### src/rtl/regfile_arb_pkg.sv
// Shared types and helpers for the register-file port arbiter.
package regfile_arb_pkg;

  typedef enum logic {
    ARB    = 1'b0,
    LOCKED = 1'b1
  } arb_state_e;

  localparam int LOCK_CNT_W = 4;

  // Index width that never collapses to zero bits for tiny counts.
  function automatic int idx_w(input int n);
    return (n <= 2) ? 1 : $clog2(n);
  endfunction

endpackage

### src/rtl/regfile_port_arbiter_rr_pick.sv
// Combinational round-robin picker: first valid requester at or after ptr.
module rr_pick
  import regfile_arb_pkg::*;
#(
  parameter  int N  = 2,
  localparam int IW = idx_w(N)
) (
  input  logic [N-1:0]  valid,
  input  logic [IW-1:0] ptr,
  output logic [N-1:0]  grant,
  output logic [IW-1:0] idx,
  output logic          any
);

  always_comb begin
    int j;
    j     = 0;
    grant = '0;
    idx   = '0;
    any   = 1'b0;
    for (int k = 0; k < N; k++) begin
      j = int'(ptr) + k;
      if (j >= N) j = j - N;
      if (!any && valid[j]) begin
        any      = 1'b1;
        idx      = IW'(j);
        grant[j] = 1'b1;
      end
    end
  end

endmodule

### src/rtl/regfile_port_arbiter.sv
// Round-robin arbiter sharing one register-file read and write port, with bounded lock.
// Optional REGFILE_ARB_ZERO_PROTECT_EN makes address 0 read as zero and ignore writes.
//
// state  | meaning
// ARB    | round-robin among all valid requesters
// LOCKED | only owner may be granted, bounded by MAX_LOCK
module regfile_port_arbiter
  import regfile_arb_pkg::*;
#(
  parameter  int NUM_REQ        = 2,
  parameter  int NUM_OF_SETS    = 32,
  parameter  int DATA_BUS_WIDTH = 32,
  parameter  int MAX_LOCK       = 4,
  localparam int AW             = idx_w(NUM_OF_SETS),
  localparam int DW             = DATA_BUS_WIDTH,
  localparam int IW             = idx_w(NUM_REQ)
) (
  input  logic                  clk,
  input  logic                  rst,
  input  logic [NUM_REQ-1:0]    req_valid,
  input  logic [NUM_REQ-1:0]    req_write,
  input  logic [NUM_REQ-1:0]    req_lock,
  input  logic [NUM_REQ*AW-1:0] req_addr,
  input  logic [NUM_REQ*DW-1:0] req_wdata,
  output logic [NUM_REQ-1:0]    req_ready,
  output logic [NUM_REQ-1:0]    rsp_valid,
  output logic [DW-1:0]         rsp_data,
  output logic                  rf_wr_enable,
  output logic [AW-1:0]         rf_wr_addr,
  output logic [AW-1:0]         rf_rd_addr,
  output logic [DW-1:0]         rf_wr_data,
  input  logic [DW-1:0]         rf_rd_data
);

  arb_state_e            state;
  logic [IW-1:0]         rr_ptr;
  logic [IW-1:0]         owner;
  logic [LOCK_CNT_W-1:0] lock_cnt;

  logic [NUM_REQ-1:0] pick_oh;
  logic [IW-1:0]      pick_idx;
  logic               pick_any;

  logic [NUM_REQ-1:0] grant_oh;
  logic [IW-1:0]      g;
  logic               gnt;
  logic [AW-1:0]      sel_addr;
  logic [DW-1:0]      sel_wdata;
  logic               g_write;
  logic               g_lock;
  logic               zero_hit;
  logic [IW-1:0]      g_next;
  logic [IW-1:0]      owner_next;

  rr_pick #(.N(NUM_REQ)) u_pick (
    .valid (req_valid),
    .ptr   (rr_ptr),
    .grant (pick_oh),
    .idx   (pick_idx),
    .any   (pick_any)
  );

  always_comb begin
    grant_oh = '0;
    g        = '0;
    gnt      = 1'b0;
    if (state == LOCKED) begin
      if (req_valid[owner]) begin
        gnt             = 1'b1;
        g               = owner;
        grant_oh[owner] = 1'b1;
      end
    end else begin
      gnt      = pick_any;
      g        = pick_idx;
      grant_oh = pick_oh;
    end
  end

  // With no grant g is 0, so the port shows requester 0's fields.
  assign sel_addr  = req_addr[int'(g)*AW +: AW];
  assign sel_wdata = req_wdata[int'(g)*DW +: DW];
  assign g_write   = req_write[g];
  assign g_lock    = req_lock[g];

`ifdef REGFILE_ARB_ZERO_PROTECT_EN
  assign zero_hit = (sel_addr == '0);
`else
  assign zero_hit = 1'b0;
`endif

  assign g_next     = (g == IW'(NUM_REQ - 1)) ? '0 : g + 1'b1;
  assign owner_next = (owner == IW'(NUM_REQ - 1)) ? '0 : owner + 1'b1;

  assign req_ready    = rst ? '0 : grant_oh;
  assign rf_wr_enable = !rst && gnt && g_write && !zero_hit;
  assign rf_wr_addr   = sel_addr;
  assign rf_rd_addr   = sel_addr;
  assign rf_wr_data   = sel_wdata;

  always_ff @(posedge clk or posedge rst) begin
    if (rst) begin
      state     <= ARB;
      rr_ptr    <= '0;
      owner     <= '0;
      lock_cnt  <= '0;
      rsp_valid <= '0;
      rsp_data  <= '0;
    end else begin
      rsp_valid <= (gnt && !g_write) ? grant_oh : '0;
      if (gnt && !g_write) rsp_data <= zero_hit ? '0 : rf_rd_data;
      case (state)
        ARB: begin
          if (gnt) begin
            if (g_lock) begin
              owner    <= g;
              lock_cnt <= LOCK_CNT_W'(1);
              state    <= LOCKED;
            end else begin
              rr_ptr <= g_next;
            end
          end
        end
        LOCKED: begin
          if (req_valid[owner] && req_lock[owner] &&
              lock_cnt < LOCK_CNT_W'(MAX_LOCK)) begin
            lock_cnt <= lock_cnt + 1'b1;
          end else begin
            state    <= ARB;
            rr_ptr   <= owner_next;
            lock_cnt <= '0;
          end
        end
        default: state <= ARB;
      endcase
    end
  end

endmodule

### config.mk
export PLATFORM = sky130hd
export DESIGN_NAME = regfile_port_arbiter
export DESIGN_NICKNAME = d
export VERILOG_FILES = /design/src/rtl/regfile_arb_pkg.sv /design/src/rtl/regfile_port_arbiter_rr_pick.sv /design/src/rtl/regfile_port_arbiter.sv
export SDC_FILE = /design/constraint.sdc
export NUM_CORES = 1
export LEC_CHECK = 0
export ABC_CLOCK_PERIOD_IN_PS = 4400
export BUFFER_PORTS_ARGS = -buffer_cell sky130_fd_sc_hd__buf_2
export CAP_MARGIN = 20
export CORE_MARGIN = 4
export CORE_UTILIZATION = 39
export DETAILED_ROUTE_END_ITERATION = 8
export PLACE_DENSITY = 0.82
export SKIP_CTS_REPAIR_TIMING = 1
export SYNTH_ARGS = -nofsm -noshare
export SYNTH_HDL_FRONTEND = slang
export SYNTH_SLANG_ARGS = --single-unit
### constraint.sdc
create_clock -name clk -period 4.4 [get_ports clk]
set_input_delay 0 -clock clk [delete_from_list [all_inputs] [get_ports clk]]
set_output_delay 0 -clock clk [all_outputs]
set_load 0.02 [all_outputs]
* Word-level counts from Yosys, hierarchy flattened
Index checks and enable logic that the tools add are counted.
Storage, ports and cells: output and inout port bits 79, register bits 41, input port bits 114, logic and storage cells 96
Cells by class: order comparisons 10, bitwise operators 2, mux-type cells 50, multipliers 1, add/subtract/negate cells 6, reductions and logical operators 15, shift-type cells 2, eq/ne operators 4
Operators by type and width (number):
- $ge A32 B1 Y1 const B | 2
- $lt A32 B3 Y1 const B | 2
- $mux W32 | 2
- $shiftx A64 B7 Y32 | 1
- $mux W1 | 33
- $ge A32 B3 Y1 const B | 1
- $sub A32 B3 Y32 const B | 1
- $mux W2 | 6
- $mux W4 | 3
- $shiftx A10 B5 Y5 | 1
- $logic_and A1 B1 Y1 | 9
- $ne A2 B2 Y1 const B | 4
- $pmux W4 S2 | 1
- $reduce_and A3 Y1 | 2
- $add A4 B1 Y4 const B | 1
- $lt A1 B2 Y1 const B | 2
- $lt A4 B3 Y1 const B | 1
- $mul A1 B3 Y4 const B | 1
- $pmux W1 S2 | 2
- $demux W1 S1 | 3
- $logic_not A1 Y1 | 3
- $sub A1 B2 Y3 const B | 1
- $add A1 B1 Y1 const B | 2
- $add A1 B1 Y2 const B | 1
- 5 further kinds | 5

* Longest topological paths before layout
depth in word-level cells 15, depth in mapped cells 6, mapped depth without buffers 4

* Modules after synthesis
Synthesis repeated with hierarchy kept, for this count alone.
Second synthesis, totals: cell total of the unflattened synthesis 172, area total of the unflattened synthesis 2347.3 sq um
Modules (own cells, without submodules):
- regfile_port_arbiter | seq. area each 1026.0 sq um, area each 2314.7 sq um, cells an instance 167, times used 1
- rr_pick | seq. area each 0.0 sq um, area each 32.5 sq um, cells an instance 5, times used 1

* Worst setup path before layout
No wires, ideal clock.
path type flip-flop to flip-flop, from reg rr_ptr, to reg rsp_data[0], clock period less this slack 2.106 ns, path buffers 1, arrival time 1.981 ns, required time 4.275 ns, slack 2.294 ns, library setup time 0.125 ns, cell stages (with the launch flop) 6, cells stage by stage dfrtp_1 or3b_4 and4_4 a2111oi_4 buf_6 mux2_2
On the way: word-level cells in the longest chain between the ends 14, elaborated cells between the ends (all ways) 25, those cells by class add/sub (3); order compare (2); mux (16); reduce/logical (4)
Ends and longest elaborated chain:
- from (decl) | RTL line regfile_port_arbiter.sv:36 | logic [IW-1:0] rr_ptr;
- from (signal assigned) | RTL line regfile_port_arbiter.sv:120 | rr_ptr <= g_next;
- from (signal assigned) | RTL line regfile_port_arbiter.sv:130 | rr_ptr <= owner_next;
- parallel branches: the longest is 13 deep, another holds $sub A32 B3 Y32
- $logic_and A1 B1 Y1 (*) | RTL line regfile_port_arbiter.sv:111 | if (gnt && !g_write) rsp_data <= zero_hit ? '0 : rf_rd_data;
- to (signal assigned) | RTL line regfile_port_arbiter.sv:111
- to (decl) | RTL line regfile_port_arbiter.sv:27 | output logic [DW-1:0] rsp_data,
Mark *: on every way between the ends. The select of a mux whose other input is x is not followed. A chain may end at the register's enable or synchronous reset.

* Worst setup path after layout
from reg state, to out rf_wr_enable
On the way: word-level cells in the longest chain between the ends 4, elaborated cells between the ends (all ways) 6, those cells by class mux (4); reduce/logical (2)
Ends and longest elaborated chain:
- from (decl) | RTL line regfile_port_arbiter.sv:35 | arb_state_e state;
- from (signal assigned) | RTL line regfile_port_arbiter.sv:103 | state <= ARB;
- from (signal assigned) | RTL line regfile_port_arbiter.sv:118 | state <= LOCKED;
- from (signal assigned) | RTL line regfile_port_arbiter.sv:129 | state <= ARB;
- $mux W1 | RTL line regfile_port_arbiter.sv:67 | if (state == LOCKED) begin
- $mux W1 (implied by the code) (2 in a row) | RTL line regfile_port_arbiter.sv:83 | assign g_write = req_write[g];
- $logic_and A1 B1 Y1 (*) | RTL line regfile_port_arbiter.sv:96 | assign rf_wr_enable = !rst && gnt && g_write && !zero_hit;
- to (decl) | RTL line regfile_port_arbiter.sv:28 | output logic rf_wr_enable,
Every way passes the cells marked *; elsewhere a longest branch is shown, timed or not. The select of a mux whose other input is x is not followed.

==> impl_metrics.toml <==
[clock_tree]
clkTransAtPathRegs_ns = 0.08
clk_root_buffer_cell = "clkbuf_8"
cts_buffers = 5
clock_sinks = 41
clockBufferDepth = 2
cts_max_level = 2
clk_latency_ns = 0.30
cts_tree = "yes"

[yosys]
synth-edff-count = 0
post-synth-top-count-cell = "mux2_2"
synth_seq_cells = 41
syn_avg_cell_area_um2 = 12.6
synth-main-ff-cell = "dfrtp_1"
synthArstFlopShare = 1.00
ys_top_cells_by_count = "mux2_2 (67), dfrtp_1 (41)"
syn_nets = 293
yosysUniqueCellTypes = 33
ys_seq_area_frac = 0.457
synth_area_leaders = "dfrtp_1 (46%), mux2_2 (34%), buf_4 (2.0%)"
synth_top_area_cell = "dfrtp_1"
synth_cells = 178
syn_area_mm2 = 0.00225
yosysWarningCount = 0
synth_top_cell_area_share = 0.457

[grt]
grt_max_degree = 42
grt_overflow = 0
met2_usage = 0.349
grt_pass1_wl_um = 10600
grt_use_met3 = 0.0454
grt.total_usage = 0.186
grt_pass1_vias = 2153
top_usage_layer = "met2"
antenna_found_initial = 1
grt_use_met1 = 0.203

[placement]
routabilityCongestion = 0.790
hpwl_um = 5450
io_buffers = 192

[critical_path]
startpoint_type = "flop"
path_class = "reg2out"
cp_slowest_cell = "dfrtp_1"
arrival_ns = 2.64
endpoint_kind = "output port"
cp_data_required_time_ns = 4.40
cp_cell_sequence = "or3b_4 -> nand3_2 -> buf_4 -> a21o_1 -> nor4b_1 -> buf_2"
rrSetupSlack_ns = 1.91
crit_path_max_fanout = 41
path_buf_inv = 2
max_stage_delay_ns = 0.55
cp_top_family = "simple AND/OR/NAND/NOR gates"

[sta]
fmax_mhz = 378
period_share = 0.601
rsz0062_at_grt = "false"
layout_min_cycle_time_ns = 2.64
setup_violations = 0
setup_tns_ns = 0
worst_clock_skew_ns = 0.0115
finalMaxSlewViolations = 0
tightest_slew_ns = 0.488
slew_headroom = 0.674
final_hold_viol_count = 0

[power]
power_density_mw_per_mm2 = 565
power_w = 0.00208
p_leak_nw = 1.86
peakVddDrop_v = 0.000345

[cells_and_area]
final_layout_size_suffix_gt1_frac = 0.688
fillCellCount = 416
layout.nets = 514
syn_to_final_growth_pct = 64.1

[floorplan]
initial_core_util = 0.406
die_area_mm2 = 0.00704
core-area_mm2 = 0.00554
die_w_um = 83.9
num_rows = 27
die_h_um = 83.9
ios = 193

[drt]
antenna_left = 0
drc_errors = 0
vias = 2318
post_drt_wl_per_cell_um = 16.8
drt_wl_total_um = 7950
drt-pass1-iter-count = 4
drt-initial-drc-count = 65
vias_per_cell = 4.90

[worst_hold_path]
min_path_type = "in2reg"

[run]
max_cap_viol_count = 0

[outcome]
status = "finished clean"
==> sequential cells by signal, summed over array words and instances (netlist names) <==
register   count
rsp_valid      2
state          1
owner          1
lock_cnt       4
rsp_data      32
rr_ptr         1
==> tightest hold or removal path: stages <==
cell	delay, ns
buf_2	0.13
nand2_1	0.06
nand2_1	0.04
o21ai_0	0.05
==> final timing paths <==
| path | start | to | depth (start not counted) |
|---|---|---|---|
| min in group asynchronous | rst | rr_ptr | 3 |
| worst min register to register | rsp_data[31] | rsp_data[31] | 1 |
| max in group asynchronous | rst | rsp_data[9] | 4 |
| worst max register to register | state | rsp_data[15] | 5 |
| worst max-delay path | state | rf_wr_enable | 6 |
| worst min-delay path | req_lock[0] | owner | 4 |
==> routing by layer <==
| metal | wire length [um] | vias up | share of wire |
|---|---|---|---|
| li1 | - | 1084 | - |
| met4 | 295 | 0 | 0.037 |
| met3 | 480 | 25 | 0.060 |
| met1 | 2810 | 1091 | 0.35 |
| met5 | 0 | - | 0 |
| met2 | 4370 | 118 | 0.55 |
==> per-stage QoR <==
stage / hold WS, ns / instances / worst slack (ns) / cell area (um2) / util
after floorplan: 0.0664 / 178 / 2.29 / 2250 / -
final: 0.0160 / 473 / 1.76 / 3690 / 0.666
after global routing: 0.0537 / 473 / 1.64 / 3690 / 0.666
after global placement: 0.0702 / 430 / 2.03 / 3220 / 0.582
after CTS: -0.250 / 438 / 1.88 / 3340 / 0.604
after detailed placement: 0.0727 / 430 / 1.96 / 3220 / 0.582
==> report_power, final <==
part | switching, W | total, W | leakage [nW] | internal (W)
Clock | 0.000136 | 0.000320 | 0.0574 | 0.000185
Combinational | 0.000627 | 0.00111 | 1.31 | 0.000485
Sequential | 0.000110 | 0.000651 | 0.489 | 0.000540
Total | 0.000873 | 0.00208 | 1.86 | 0.00121
==> placed cells by master, fill, tap and decap left out, drive strengths merged <==
master         n
a2111oi        1
a211oi         3
a21o           1
a21oi          4
and2           1
and4           1
buf          195
bufinv         1
clkbuf         6
clkinvlp       1
dfrtp         41
diode          1
dlygate4sd3   34
ha             1
inv            6
mux2          69
nand2          6
nand2b         2
nand3          2
nand3b         1
nand4          1
nor2           6
nor2b          2
nor3           1
nor3b          2
nor4b          1
o211ai         1
o21ai          2
o21ba          1
o21bai         1
o221ai         1
o31ai          1
o32a           1
o32ai          2
or3b           1
==> cell type report <==
class,count,area [um2],area share
flip-flops and latches,41,1030,0.278
multi-input cells,116,1100,0.299
repair buffers,229,1320,0.359
clock buffers,6,82.6,0.0224
well taps,72,90.1,0.0244
diodes,1,2.50,0.000679
inverters,6,22.5,0.00611
clock inverters,2,37.5,0.0102
==> logic make-up after synthesis <==
logic type	after synthesis	synth area share
fa+ha+maj	1	0.00557
mux	69	0.346
compound gates	19	0.0696
buf+inv	21	0.0551
flops	41	0.457
simple gates	27	0.0674
Power figures use the tool's default switching activity.
